==> config.mk <==
export PLATFORM = sky130hd
export DESIGN_NAME = ysyx_23060201_mem_arb
export DESIGN_NICKNAME = d
export VERILOG_FILES = /design/src/rtl/ysyx_23060201_mem_arb.sv
export SDC_FILE = /design/constraint.sdc
export NUM_CORES = 1
export LEC_CHECK = 0
export ABC_AREA = 1
export CAP_MARGIN = 20
export CORE_MARGIN = 2
export CORE_UTILIZATION = 35
export CTS_CLUSTER_SIZE = 14
export DETAILED_ROUTE_END_ITERATION = 6
export PLACE_DENSITY = 0.77
export REMOVE_ABC_BUFFERS = 1
export SYNTH_ARGS = -nofsm -noshare
export SYNTH_HDL_FRONTEND = slang
export SYNTH_SLANG_ARGS = --single-unit
==> constraint.sdc <==
create_clock -name clk -period 1.52 [get_ports clk]
set_clock_uncertainty 0.15 [all_clocks]
set_input_delay 0.152 -clock clk [delete_from_list [all_inputs] [get_ports clk]]
set_output_delay 0.152 -clock clk [all_outputs]
set_load 0.01 [all_outputs]
==> src/rtl/ysyx_23060201_mem_arb.sv <==
// ysyx_23060201_mem_arb: round-robin IFU/LSU arbiter sequencing one transaction at a time onto the shared memory port
module ysyx_23060201_mem_arb #(
  parameter int ADDR_WIDTH = 32,
  parameter int DATA_WIDTH = 32,
  parameter logic [7:0] IFU_RMASK = 8'h0F
) (
  input  logic                  clk,
  input  logic                  rst,
  input  logic                  ifu_req_valid,
  output logic                  ifu_req_ready,
  input  logic [ADDR_WIDTH-1:0] ifu_req_addr,
  output logic                  ifu_rsp_valid,
  input  logic                  ifu_rsp_ready,
  output logic [DATA_WIDTH-1:0] ifu_rsp_rdata,
  input  logic                  lsu_req_valid,
  output logic                  lsu_req_ready,
  input  logic                  lsu_req_wen,
  input  logic [ADDR_WIDTH-1:0] lsu_req_addr,
  input  logic [DATA_WIDTH-1:0] lsu_req_wdata,
  input  logic [7:0]            lsu_req_mask,
  output logic                  lsu_rsp_valid,
  input  logic                  lsu_rsp_ready,
  output logic [DATA_WIDTH-1:0] lsu_rsp_rdata,
  output logic                  mem_ren,
  output logic [ADDR_WIDTH-1:0] mem_raddr,
  output logic [7:0]            mem_rmask,
  input  logic [DATA_WIDTH-1:0] mem_rdata,
  output logic                  mem_wen,
  output logic [ADDR_WIDTH-1:0] mem_waddr,
  output logic [DATA_WIDTH-1:0] mem_wdata,
  output logic [7:0]            mem_wmask
);
  typedef enum logic [1:0] {IDLE, ACCESS, WAIT, RESP} state_e;
  state_e state_q, state_d;
  // owner/last_grant: 1 = LSU, 0 = IFU
  logic owner_q, owner_d, last_q, last_d, wen_q, wen_d;
  logic [ADDR_WIDTH-1:0] addr_q, addr_d;
  logic [DATA_WIDTH-1:0] wdata_q, wdata_d, rdata_q, rdata_d;
  logic [7:0] mask_q, mask_d;
  logic idle, acc, resp, gnt_lsu;
  assign idle = ~rst & (state_q == IDLE);
  assign acc = ~rst & (state_q == ACCESS);
  assign resp = ~rst & (state_q == RESP);
  assign gnt_lsu = lsu_req_valid & (~ifu_req_valid | ~last_q);
  assign ifu_req_ready = idle & ifu_req_valid & ~gnt_lsu;
  assign lsu_req_ready = idle & gnt_lsu;
  assign ifu_rsp_valid = resp & ~owner_q;
  assign lsu_rsp_valid = resp & owner_q;
  assign ifu_rsp_rdata = ifu_rsp_valid ? rdata_q : '0;
  assign lsu_rsp_rdata = lsu_rsp_valid ? rdata_q : '0;
  assign mem_ren = acc & ~wen_q;
  assign mem_wen = acc & wen_q;
  assign mem_raddr = mem_ren ? addr_q : '0;
  assign mem_rmask = mem_ren ? mask_q : '0;
  assign mem_waddr = mem_wen ? addr_q : '0;
  assign mem_wdata = mem_wen ? wdata_q : '0;
  assign mem_wmask = mem_wen ? mask_q : '0;
  always_comb begin
    state_d = state_q;
    owner_d = owner_q;
    last_d = last_q;
    wen_d = wen_q;
    addr_d = addr_q;
    wdata_d = wdata_q;
    mask_d = mask_q;
    rdata_d = rdata_q;
    case (state_q)
      IDLE: if (ifu_req_ready | lsu_req_ready) begin
        state_d = ACCESS;
        owner_d = gnt_lsu;
        last_d = gnt_lsu;
        wen_d = gnt_lsu & lsu_req_wen;
        addr_d = gnt_lsu ? lsu_req_addr : ifu_req_addr;
        wdata_d = lsu_req_wdata;
        mask_d = gnt_lsu ? lsu_req_mask : IFU_RMASK;
      end
      ACCESS: begin
        state_d = wen_q ? RESP : WAIT;
        rdata_d = wen_q ? '0 : rdata_q;
      end
      WAIT: begin
        state_d = RESP;
        rdata_d = mem_rdata;
      end
      RESP: state_d = (owner_q ? lsu_rsp_ready : ifu_rsp_ready) ? IDLE : RESP;
      default: state_d = IDLE;
    endcase
  end
  always_ff @(posedge clk) begin
    if (rst) begin
      state_q <= IDLE;
      owner_q <= 1'b0;
      last_q <= 1'b1;
      wen_q <= 1'b0;
      addr_q <= '0;
      wdata_q <= '0;
      mask_q <= '0;
      rdata_q <= '0;
    end else begin
      state_q <= state_d;
      owner_q <= owner_d;
      last_q <= last_d;
      wen_q <= wen_d;
      addr_q <= addr_d;
      wdata_q <= wdata_d;
      mask_q <= mask_d;
      rdata_q <= rdata_d;
    end
  end
endmodule

==> results of run 1 <==
## cells in the mapped netlist
| master | n |
|---|---|
| sky130_fd_sc_hd__nand2_2 | 1 |
| sky130_fd_sc_hd__a31oi_1 | 1 |
| sky130_fd_sc_hd__nor3_2 | 1 |
| sky130_fd_sc_hd__inv_2 | 2 |
| sky130_fd_sc_hd__a21oi_1 | 38 |
| sky130_fd_sc_hd__dfxtp_1 | 109 |
| sky130_fd_sc_hd__buf_6 | 8 |
| sky130_fd_sc_hd__inv_1 | 180 |
| sky130_fd_sc_hd__nand2_1 | 277 |
| sky130_fd_sc_hd__clkbuf_1 | 31 |
| sky130_fd_sc_hd__nor2_1 | 320 |
| sky130_fd_sc_hd__o21ai_0 | 4 |
| sky130_fd_sc_hd__nand3_1 | 40 |
| sky130_fd_sc_hd__a21oi_4 | 1 |
| sky130_fd_sc_hd__buf_2 | 11 |
| sky130_fd_sc_hd__buf_1 | 10 |
| sky130_fd_sc_hd__nor3_1 | 1 |
## power groups by stage
stage	clock network, mW	registers (mW)	logic (mW)
floorplan	0	3.37	1.08
global placement	0	3.39	2.05
detailed placement	0	3.41	2.08
CTS	2.49	3.35	2.09
global route	2.58	3.40	2.45
finish	2.40	3.36	2.20
## final cells by class
| class | count | area, µm² |
|---|---|---|
| Sequential cell | 109 | 2190 |
| Antenna cell | 1 | 2.50 |
| Multi-Input combinational cell | 684 | 3020 |
| Tap cell | 220 | 275 |
| Clock buffer | 12 | 256 |
| Inverter | 182 | 688 |
| Fill cell | 1561 | 6540 |
| Clock inverter | 3 | 45.0 |
| Timing Repair Buffer | 403 | 3450 |
## cells by family (layout without fill, tap and decap cells)
group                  count (synthesis)  in the layout  share of synthesized area, %
AO/OA/AOI/OAI                         44             44                          3.97
flip-flops                           109            109                          37.2
other                                  0              1                             0
AND/OR/NAND/NOR                      640            640                          42.0
buffers and inverters                242            600                          16.8
## critical path: stages, from the launching register on
cell and delay (ns):
sky130_fd_sc_hd__dfxtp_4 0.36, sky130_fd_sc_hd__buf_6 0.13, sky130_fd_sc_hd__nand2_8 0.07, sky130_fd_sc_hd__nor3_4 0.05, sky130_fd_sc_hd__buf_4 0.12, sky130_fd_sc_hd__buf_4 0.12, sky130_fd_sc_hd__buf_4 0.12, sky130_fd_sc_hd__buf_4 0.12
sky130_fd_sc_hd__buf_4 0.12, sky130_fd_sc_hd__buf_4 0.14
## worst paths after layout
path	from	slack (ns)	to	cells after the start
setup reg to reg	state_q[1]	-0.32	wdata_q[29]	9
setup / recovery	state_q[1]	-0.48	ifu_rsp_valid	9
hold / removal	rst	0.17	state_q[1]	4
hold reg to reg	last_q	0.31	last_q	2
## registers in the layout (all words and copies together), names as in the netlist
name     cells
addr_q      32
last_q       1
mask_q       8
owner_q      1
rdata_q     32
state_q      2
wdata_q     32
wen_q        1
## through the flow
stage                     utilization (%)  hold slack (ns)  worst slack, ns  instances  area [µm²]
after global placement               58.2            0.288           -0.747       1568        9580
after global routing                 60.3            0.182           -0.544       1613        9930
after floorplan                         -           0.0711            -2.06        975        5560
after detailed placement             58.2            0.292           -0.760       1568        9580
final                                60.3            0.166           -0.478       1614        9930
after CTS                            59.1            0.192           -0.508       1589        9730
## metal layers
metal	track usage [%]	wire, µm	vias to the layer above
met4	7.80	478	0
met1	23.6	8180	3219
met5	0	0	-
met3	5.75	1580	30
li1	-	-	3676
met2	39.5	10700	251
## repair_timing
item                                   CTS  global route
gates cloned                             2             2
setup endpoints to repair              255           289
resized for setup                      482           352
endpoints found under the hold margin    0             0
buffers inserted                         4            23
pin swaps                                3             3
==> impl_metrics.toml, run 1 <==
[clocking]
cts-buffers-inserted = 9
clock_tree.root_cell = "sky130_fd_sc_hd__clkbuf_16"
cts-hold-fix-buffers = 0
tritoncts_num_sinks = 109
cts-htree-levels = 3
clk_pin_slew_ns = 0.07
clock_tree_from_tritoncts = "done"
clkLatencyLatePin_ns = 0.34
cts.path.max_buffers = 2

[route]
route.vias.total = 7176
route.detailed.wl_per_inst_um = 12.9
totalWireLength_mm = 20.9
routed_via_density = 4.45
detail_route_antenna_nets = 0
drtPass1Iterations = 4
first_iter_violations = 268
drc = 0

[timing]
final_min_period_over_clock_period_pct = 131
fmax_ghz = 0.500
hold_viol_final = 0
final.setup.tns_ns = -77.21
slew_viol_final = 0
layout_setup_ws_ns = -0.478
max_slew_margin_pct = 68.1
worst_pin_slew_ns = 0.478
final-setup-viol-count = 259
post-route-min-period_ns = 2.00
rsz0062_at_grt = "yes"

[power]
power.total_mw = 7.97
p_sw_share_pct = 30.2
clock_power_share_pct = 30.2
pwr-share-seq_pct = 42.2
p_comb_share_pct = 27.6
leakagePower_nw = 4.69
vdd.ir_drop.worst_uv = 524
internal_power_mw = 5.56
power-per-cell-area_nw_per_um2 = 802
switching_power_mw = 2.41

[run_status]
violations = "negative setup slack"
run_status = "finished, violations left"

[die]
core_area_um2 = 16500
starting_density_pct = 35.6
die_h_um = 133
io-pin-count = 325
num_rows = 47
die_w_um = 133
fp.dieArea_um2 = 17800

[final_layout]
most_common_cell_after_layout_fill_and_taps_aside = "sky130_fd_sc_hd__nand2_1"
final_cell_mix = "sky130_fd_sc_hd__nand2_1 (275), sky130_fd_sc_hd__nor2_1 (247), sky130_fd_sc_hd__inv_1 (175)"
drive_above_1_share_pct = 25.9
flow.area_growth_from_synthesis_pct = 69.4
fin_nets = 1532

[worst_setup_path]
timing.critical_path.required_ns = 1.22
worst_setup_start_kind = "register"
critical_path_class = "register to output port"
critical_path_peak_fanout = 4
arrival_ns = 1.70
setup.worst_path.end_class = "output port"

[worst_hold_path]
worstHoldPathType = "primary input to register"

[placement]
routabilityCongestion = 0.826
buffer_ports.inserted = 324
place_hpwl_mm = 14.6

[synthesis]
synth_area_per_cell_um2 = 5.66
synth_top_cell_by_area = "sky130_fd_sc_hd__dfxtp_1"
yosys-top-cells-area = "sky130_fd_sc_hd__dfxtp_1 (37%), sky130_fd_sc_hd__nor2_1 (20%), sky130_fd_sc_hd__nand2_1 (18%), sky130_fd_sc_hd__inv_1 (12%), sky130_fd_sc_hd__nand3_1 (3.4%)"
synth-seq-cells = 109
yosysWarningCount = 0
synth_cells = 1035
synth_cell_types = 17
yosysSeqAreaShare_pct = 37.2
netlist_area_um2 = 5860
post-synth-top-area-fraction_pct = 37.2

[grt]
global_route_wire_length_before_repair_mm = 30.6
grt_antenna_before_repair = 1
number_of_global_route_vias_before_repair = 6203
grt_start_max_net_pins = 57
grt_overflow = 0
global_routing_usage_summed_across_all_routing_layers_pct = 21.5

[run]
maxCapViolCount = 0
Note: power is estimated with default switching activity, not from simulation.
==> inputs of run 2 (changes only) <==
--- a/config.mk
+++ b/config.mk
@@ -8,10 +8,11 @@
 export ABC_AREA = 1
 export CAP_MARGIN = 20
 export CORE_MARGIN = 2
-export CORE_UTILIZATION = 35
+export CORE_UTILIZATION = 39
 export CTS_CLUSTER_SIZE = 14
 export DETAILED_ROUTE_END_ITERATION = 6
-export PLACE_DENSITY = 0.77
+export GPL_TIMING_DRIVEN = 1
+export PLACE_DENSITY = 0.81
 export REMOVE_ABC_BUFFERS = 1
 export SYNTH_ARGS = -nofsm -noshare
 export SYNTH_HDL_FRONTEND = slang
==> constraint.sdc (replaced) <==
create_clock -name clk -period 1.9 [get_ports clk]
set_clock_uncertainty 0.15 [all_clocks]
set_input_delay 0.19 -clock clk [delete_from_list [all_inputs] [get_ports clk]]
set_output_delay 0.19 -clock clk [all_outputs]
set_load 0.01 [all_outputs]
==> run 2 against run 1 <==
Effect of this change: the flow still finishes with violations (negative setup slack); via count decreased by 3.1%; final area decreased by 4.8%; highest routed layer unchanged; routed wire length decreased by 3.4%; sequential power decreased by 20%; largest power group unchanged; total power decreased by 22%; worst setup slack improved by 0.37 ns; first-iteration DRC count increased by 14%; sequential share of layout area increased by 1.1 points; combinational power decreased by 20%; sequential cell count unchanged; count of clock-buffer cells in the layout decreased by 1; core utilization increased by 4.5 points.
==> impl_metrics.toml, run 2 (synthesis gave the netlist of run 1 again) <==
[power]
clock_power_share_pct = 28.4
internal_power_mw = 4.29
pwr-share-seq_pct = 43.2
power-per-cell-area_nw_per_um2 = 659
p_sw_share_pct = 31.1
switching_power_mw = 1.94
p_comb_share_pct = 28.4
vdd.ir_drop.worst_uv = 442
leakagePower_nw = 4.54

[placement]
routabilityCongestion = 0.814
place_hpwl_mm = 14.9
buffer_ports.inserted = 324

[route]
detail_route_antenna_nets = 0
drc = 0
first_iter_violations = 305
route.detailed.wl_per_inst_um = 13.0
totalWireLength_mm = 20.2
drtPass1Iterations = 5
route.vias.total = 6956
routed_via_density = 4.47

[timing]
final_min_period_over_clock_period_pct = 105
final-setup-viol-count = 58
hold_viol_final = 0
final.setup.tns_ns = -3.78
rsz0062_at_grt = "yes"
post-route-min-period_ns = 2.00
max_slew_margin_pct = 71.4
fmax_ghz = 0.499
layout_setup_ws_ns = -0.103
slew_viol_final = 0
worst_pin_slew_ns = 0.430

[clocking]
tritoncts_num_sinks = 109
clk_pin_slew_ns = 0.07
cts.path.max_buffers = 2
clock_tree.root_cell = "sky130_fd_sc_hd__clkbuf_16"
clock_tree_from_tritoncts = "done"
clkLatencyLatePin_ns = 0.34
cts-buffers-inserted = 9
cts-htree-levels = 3

[final_layout]
final_cell_mix = "sky130_fd_sc_hd__nand2_1 (275), sky130_fd_sc_hd__nor2_1 (267), sky130_fd_sc_hd__inv_1 (175)"
drive_above_1_share_pct = 23.1
fin_nets = 1509
n_antenna_cell = 0
flow.area_growth_from_synthesis_pct = 61.3
finish.utilization_pct = 64.8
biggestRegsByFlops = "addr_q: 32 flops, rdata_q: 32 flops, wdata_q: 32 flops"
most_common_cell_after_layout_fill_and_taps_aside = "sky130_fd_sc_hd__nand2_1"

[worst_setup_path]
worst_setup_start_kind = "register"
arrival_ns = 1.66
cpMaxStageDelayCell = "sky130_fd_sc_hd__dfxtp_4"
critical_path_class = "register to output port"
timing.critical_path.mode_cell = "sky130_fd_sc_hd__inv_4"
crit_chain = "inv_4 -> nor2_4 -> inv_2 -> nor3_4 -> inv_4 -> clkbuf_16 -> nor2_1 -> buf_2"
critical_path_peak_fanout = 17
timing.critical_path.required_ns = 1.56
worst_path_largest_cell_delay_ns = 0.37
setup.worst_path.end_class = "output port"

[die]
fp.dieArea_um2 = 16000
core_area_um2 = 14600
num_rows = 44
io-pin-count = 325
die_h_um = 127
die_w_um = 127
starting_density_pct = 40.2

[grt]
grt_antenna_before_repair = 0
number_of_global_route_vias_before_repair = 6357
grt_overflow = 0
global_route_wire_length_before_repair_mm = 30.9
global_routing_usage_summed_across_all_routing_layers_pct = 23.6
grt_start_max_net_pins = 42

[run_status]
run_status = "finished, violations left"
violations = "negative setup slack"

[run]
maxCapViolCount = 0

[worst_hold_path]
worstHoldPathType = "primary input to register"
==> run 2: cell types whose count changed in the layout (fill, tap and decap cells not counted), moves of 4 or more <==
| cell | change |
|---|---|
| sky130_fd_sc_hd__nor2_1 | +20 |
| sky130_fd_sc_hd__buf_6 | -19 |
| sky130_fd_sc_hd__clkbuf_2 | +17 |
| sky130_fd_sc_hd__buf_4 | -14 |
| sky130_fd_sc_hd__nor2_2 | -10 |
| sky130_fd_sc_hd__nor2_4 | -10 |
| sky130_fd_sc_hd__buf_2 | -5 |
| sky130_fd_sc_hd__clkdlybuf4s15_2 | -4 |
==> run 2: final timing paths <==
kind | from | endpoint | slack [ns] | cells after the start
worst max-delay path | state_q[0] | mem_raddr[14] | -0.10 | 8
worst min-delay path | rst | state_q[1] | 0.20 | 3
worst max register to register | state_q[1] | wdata_q[25] | 0.13 | 9
worst min register to register | last_q | last_q | 0.31 | 2
==> run 2: power groups by stage <==
stage               clock network, mW  registers, mW  logic, mW
finish                           1.77           2.69       1.77
global route                     1.90           2.72       1.99
CTS                              1.82           2.68       1.66
detailed placement                  0           2.73       1.66
global placement                    0           2.72       1.64
floorplan                           0           2.70      0.863
==> run 2: per-stage QoR <==
step	cell area [µm²]	hold slack (ns)	std cells	worst slack (ns)	total power, mW
detailed placement	9530	0.296	1532	-0.166	4.39
floorplan	5560	0.109	975	-1.68	3.56
global placement	9530	0.289	1532	-0.154	4.36
global route	9450	0.215	1555	-0.221	6.61
CTS	9440	0.144	1548	-0.131	6.16
finish	9450	0.202	1555	-0.103	6.23
==> run 2: layout make-up <==
type | instances | area [µm²]
repair buffers | 380 | 3150
clock inverters | 5 | 36.3
clock buffers | 11 | 243
inverters | 182 | 688
multi-input cells | 684 | 2920
well taps | 184 | 230
fillers | 1392 | 5140
flip-flops and latches | 109 | 2190
==> run 2: timing repair <==
action / CTS / global route
buffers inserted: 0 / 3
gates resized for setup: 554 / 209
gates cloned: 0 / 4
setup endpoints to repair: 182 / 178
pin swaps: 1 / 4
hold buffers: 0 / 0
==> run 2: worst max-delay path, delay by kind of cell (launching register included) <==
| family | cells | cell delay [ns] |
|---|---|---|
| AND/OR/NAND/NOR | 3 | 0.41 |
| flip-flops | 1 | 0.37 |
| buffers and inverters | 5 | 0.52 |
==> run 2: layer usage <==
metal	GRT usage, %	up-vias	wire (µm)
li1	-	3633	-
met3	5.53	25	1460
met1	26.5	3053	7900
met4	7.89	0	390
met5	0	-	0
met2	43.7	245	10400
==> inputs of run 3 (changes only) <==
--- a/config.mk
+++ b/config.mk
@@ -6,12 +6,14 @@
 export NUM_CORES = 1
 export LEC_CHECK = 0
 export ABC_AREA = 1
+export ABC_CLOCK_PERIOD_IN_PS = 1900
 export CAP_MARGIN = 20
 export CORE_MARGIN = 2
 export CORE_UTILIZATION = 39
 export CTS_CLUSTER_SIZE = 14
 export DETAILED_ROUTE_END_ITERATION = 6
 export GPL_TIMING_DRIVEN = 1
+export MAX_ROUTING_LAYER = met4
 export PLACE_DENSITY = 0.81
 export REMOVE_ABC_BUFFERS = 1
 export SYNTH_ARGS = -nofsm -noshare
==> run 3 against run 2 <==
Effect of this change: the run still ends with negative setup slack left; sequential cell count is the same; non-clock buffer count is the same; largest power group unchanged; largest cell class unchanged; total power shrank 0.15%.
==> impl_metrics.toml, run 3 (synthesis gave the netlist of run 1 again) <==
[run_status]
run_status = "finished, violations left"
violations = "negative setup slack"

[final_layout]
most_common_cell_after_layout_fill_and_taps_aside = "sky130_fd_sc_hd__nor2_1"
fin_nets = 1509
n_antenna_cell = 0
flow.area_growth_from_synthesis_pct = 61.7
drive_above_1_share_pct = 21.4
fin_cells = 1555
fillers = 1387
finish.utilization_pct = 64.9
biggestRegsByFlops = "addr_q: 32 flops, rdata_q: 32 flops, wdata_q: 32 flops"
seq_area_um2 = 2190
final_cell_mix = "sky130_fd_sc_hd__nor2_1 (279), sky130_fd_sc_hd__nand2_1 (275), sky130_fd_sc_hd__inv_1 (175)"
footprint_of_the_multi_input_gates_um2 = 2880

[route]
route.detailed.wl_per_inst_um = 12.9
drc = 0
detail_route_antenna_nets = 0
first_iter_violations = 268
totalWireLength_mm = 20.1
routed_via_density = 4.47
drtPass1Iterations = 7
route.vias.total = 6952

[timing]
final.setup.tns_ns = -4.92
final-setup-viol-count = 68
fmax_ghz = 0.490
final_min_period_over_clock_period_pct = 107
slew_viol_final = 0
worst_pin_slew_ns = 0.439
post_route_worst_hold_slack_ns = 0.203
post-route-min-period_ns = 2.04
max_slew_margin_pct = 70.7
layout_setup_ws_ns = -0.142
rsz0062_at_grt = "yes"
hold_viol_final = 0

[worst_setup_path]
setup.worst_path.end_class = "output port"
reg2regPathDepth = 9
start_of_the_worst_register_to_register_path = "state_q[1]"
worst_setup_start_kind = "register"
crit_end = "mem_raddr[18]"
arrival_ns = 1.70
r2r-end = "wdata_q[25]"
worstSetupStartpoint = "state_q[0]"
timing.critical_path.required_ns = 1.56
critical_path_peak_fanout = 9
critical_path_class = "register to output port"
reg2reg_slack_ns = 0.13

[die]
die_h_um = 127
num_rows = 44
fp.dieArea_um2 = 16000
io-pin-count = 325
die_w_um = 127
core_area_um2 = 14600
starting_density_pct = 40.2

[run]
maxCapViolCount = 0

[clocking]
cts.path.max_buffers = 2
clkLatencyLatePin_ns = 0.34
cts-buffers-inserted = 9
cts-hold-fix-buffers = 0
clk_pin_slew_ns = 0.07
tritoncts_num_sinks = 109
clock_tree.root_cell = "sky130_fd_sc_hd__clkbuf_16"
clock_tree_from_tritoncts = "done"
cts-htree-levels = 3

[worst_hold_path]
worstHoldPathType = "primary input to register"
hold_path.startpoint = "rst"

[power]
power-per-cell-area_nw_per_um2 = 657
power.total_mw = 6.22
vdd.ir_drop.worst_uv = 439
leakagePower_nw = 4.53

[placement]
buffer_ports.inserted = 324
dpl.cell_count = 1532
place_hpwl_mm = 14.9
routabilityCongestion = 0.826

[grt]
grt_start_max_net_pins = 42
grt_overflow = 0
global_routing_usage_summed_across_all_routing_layers_pct = 24.3
number_of_global_route_vias_before_repair = 6354
grt_antenna_before_repair = 0
global_route_wire_length_before_repair_mm = 30.9
==> run 3: changes by cell type in the layout (fill, tap and decap cells not counted) <==
cell                              change
sky130_fd_sc_hd__buf_2               -12
sky130_fd_sc_hd__nor2_1              +12
sky130_fd_sc_hd__clkdlybuf4s15_1     +11
sky130_fd_sc_hd__nor2_2              -11
sky130_fd_sc_hd__clkdlybuf4s15_2      +2
sky130_fd_sc_hd__buf_8                -1
sky130_fd_sc_hd__nor2_4               -1
==> run 3: worst min-delay path by stage <==
| stage | end | depth (start not counted) |
|---|---|---|
| floorplan | mask_q[4] | 1 |
| global placement | last_q | 2 |
| detailed placement | last_q | 2 |
| CTS | state_q[1] | 3 |
| global route | state_q[1] | 3 |
| finish | state_q[1] | 3 |
==> run 3: stage by stage <==
step | instance area [µm²] | setup WS, ns
after floorplan | 5560 | -1.68
after global placement | 9530 | -0.154
after detailed placement | 9530 | -0.166
after CTS | 9440 | -0.131
after global routing | 9470 | -0.241
final | 9470 | -0.142
==> run 3: metal layers <==
metal  part of all wire [%]  up-vias  GRT usage, %  wire length (µm)
met2                     52      242          43.7             10400
met4                    2.1        0          7.89               416
li1                       -     3629             -                 -
met1                     40     3053          27.1              7960
met5                      0        -             -                 0
met3                    6.8       28          4.68              1360
==> run 3: cell type report <==
type | instances | area share (%)
Timing Repair Buffer | 380 | 33.8
Multi-Input combinational cell | 684 | 30.4
Sequential cell | 109 | 23.1
Inverter | 182 | 7.26
Clock buffer | 11 | 2.56
Tap cell | 184 | 2.43
Clock inverter | 5 | 0.383
==> run 3: critical path: stages (launching register included) <==
cell and delay, ns:
sky130_fd_sc_hd__dfxtp_4 0.37, sky130_fd_sc_hd__inv_4 0.04, sky130_fd_sc_hd__nor2_4 0.09, sky130_fd_sc_hd__inv_2 0.06, sky130_fd_sc_hd__nor3_4 0.23, sky130_fd_sc_hd__inv_4 0.10, sky130_fd_sc_hd__buf_12 0.16, sky130_fd_sc_hd__nor2_1 0.08
sky130_fd_sc_hd__clkdlybuf4s15_2 0.22
==> run 3: power by group <==
part | total (mW) | internal [mW] | switching, mW
sequential | 2.69 | 2.55 | 0.141
clock | 1.77 | 0.927 | 0.845
combinational | 1.76 | 0.813 | 0.944
total | 6.22 | 4.29 | 1.93
==> run 3: repair_timing <==
action,in CTS,in global routing
pin swaps,1,4
setup buffers,0,3
endpoints found under the hold margin,0,0
cloned,0,4
setup endpoints to repair,182,178
gates resized for setup,554,170
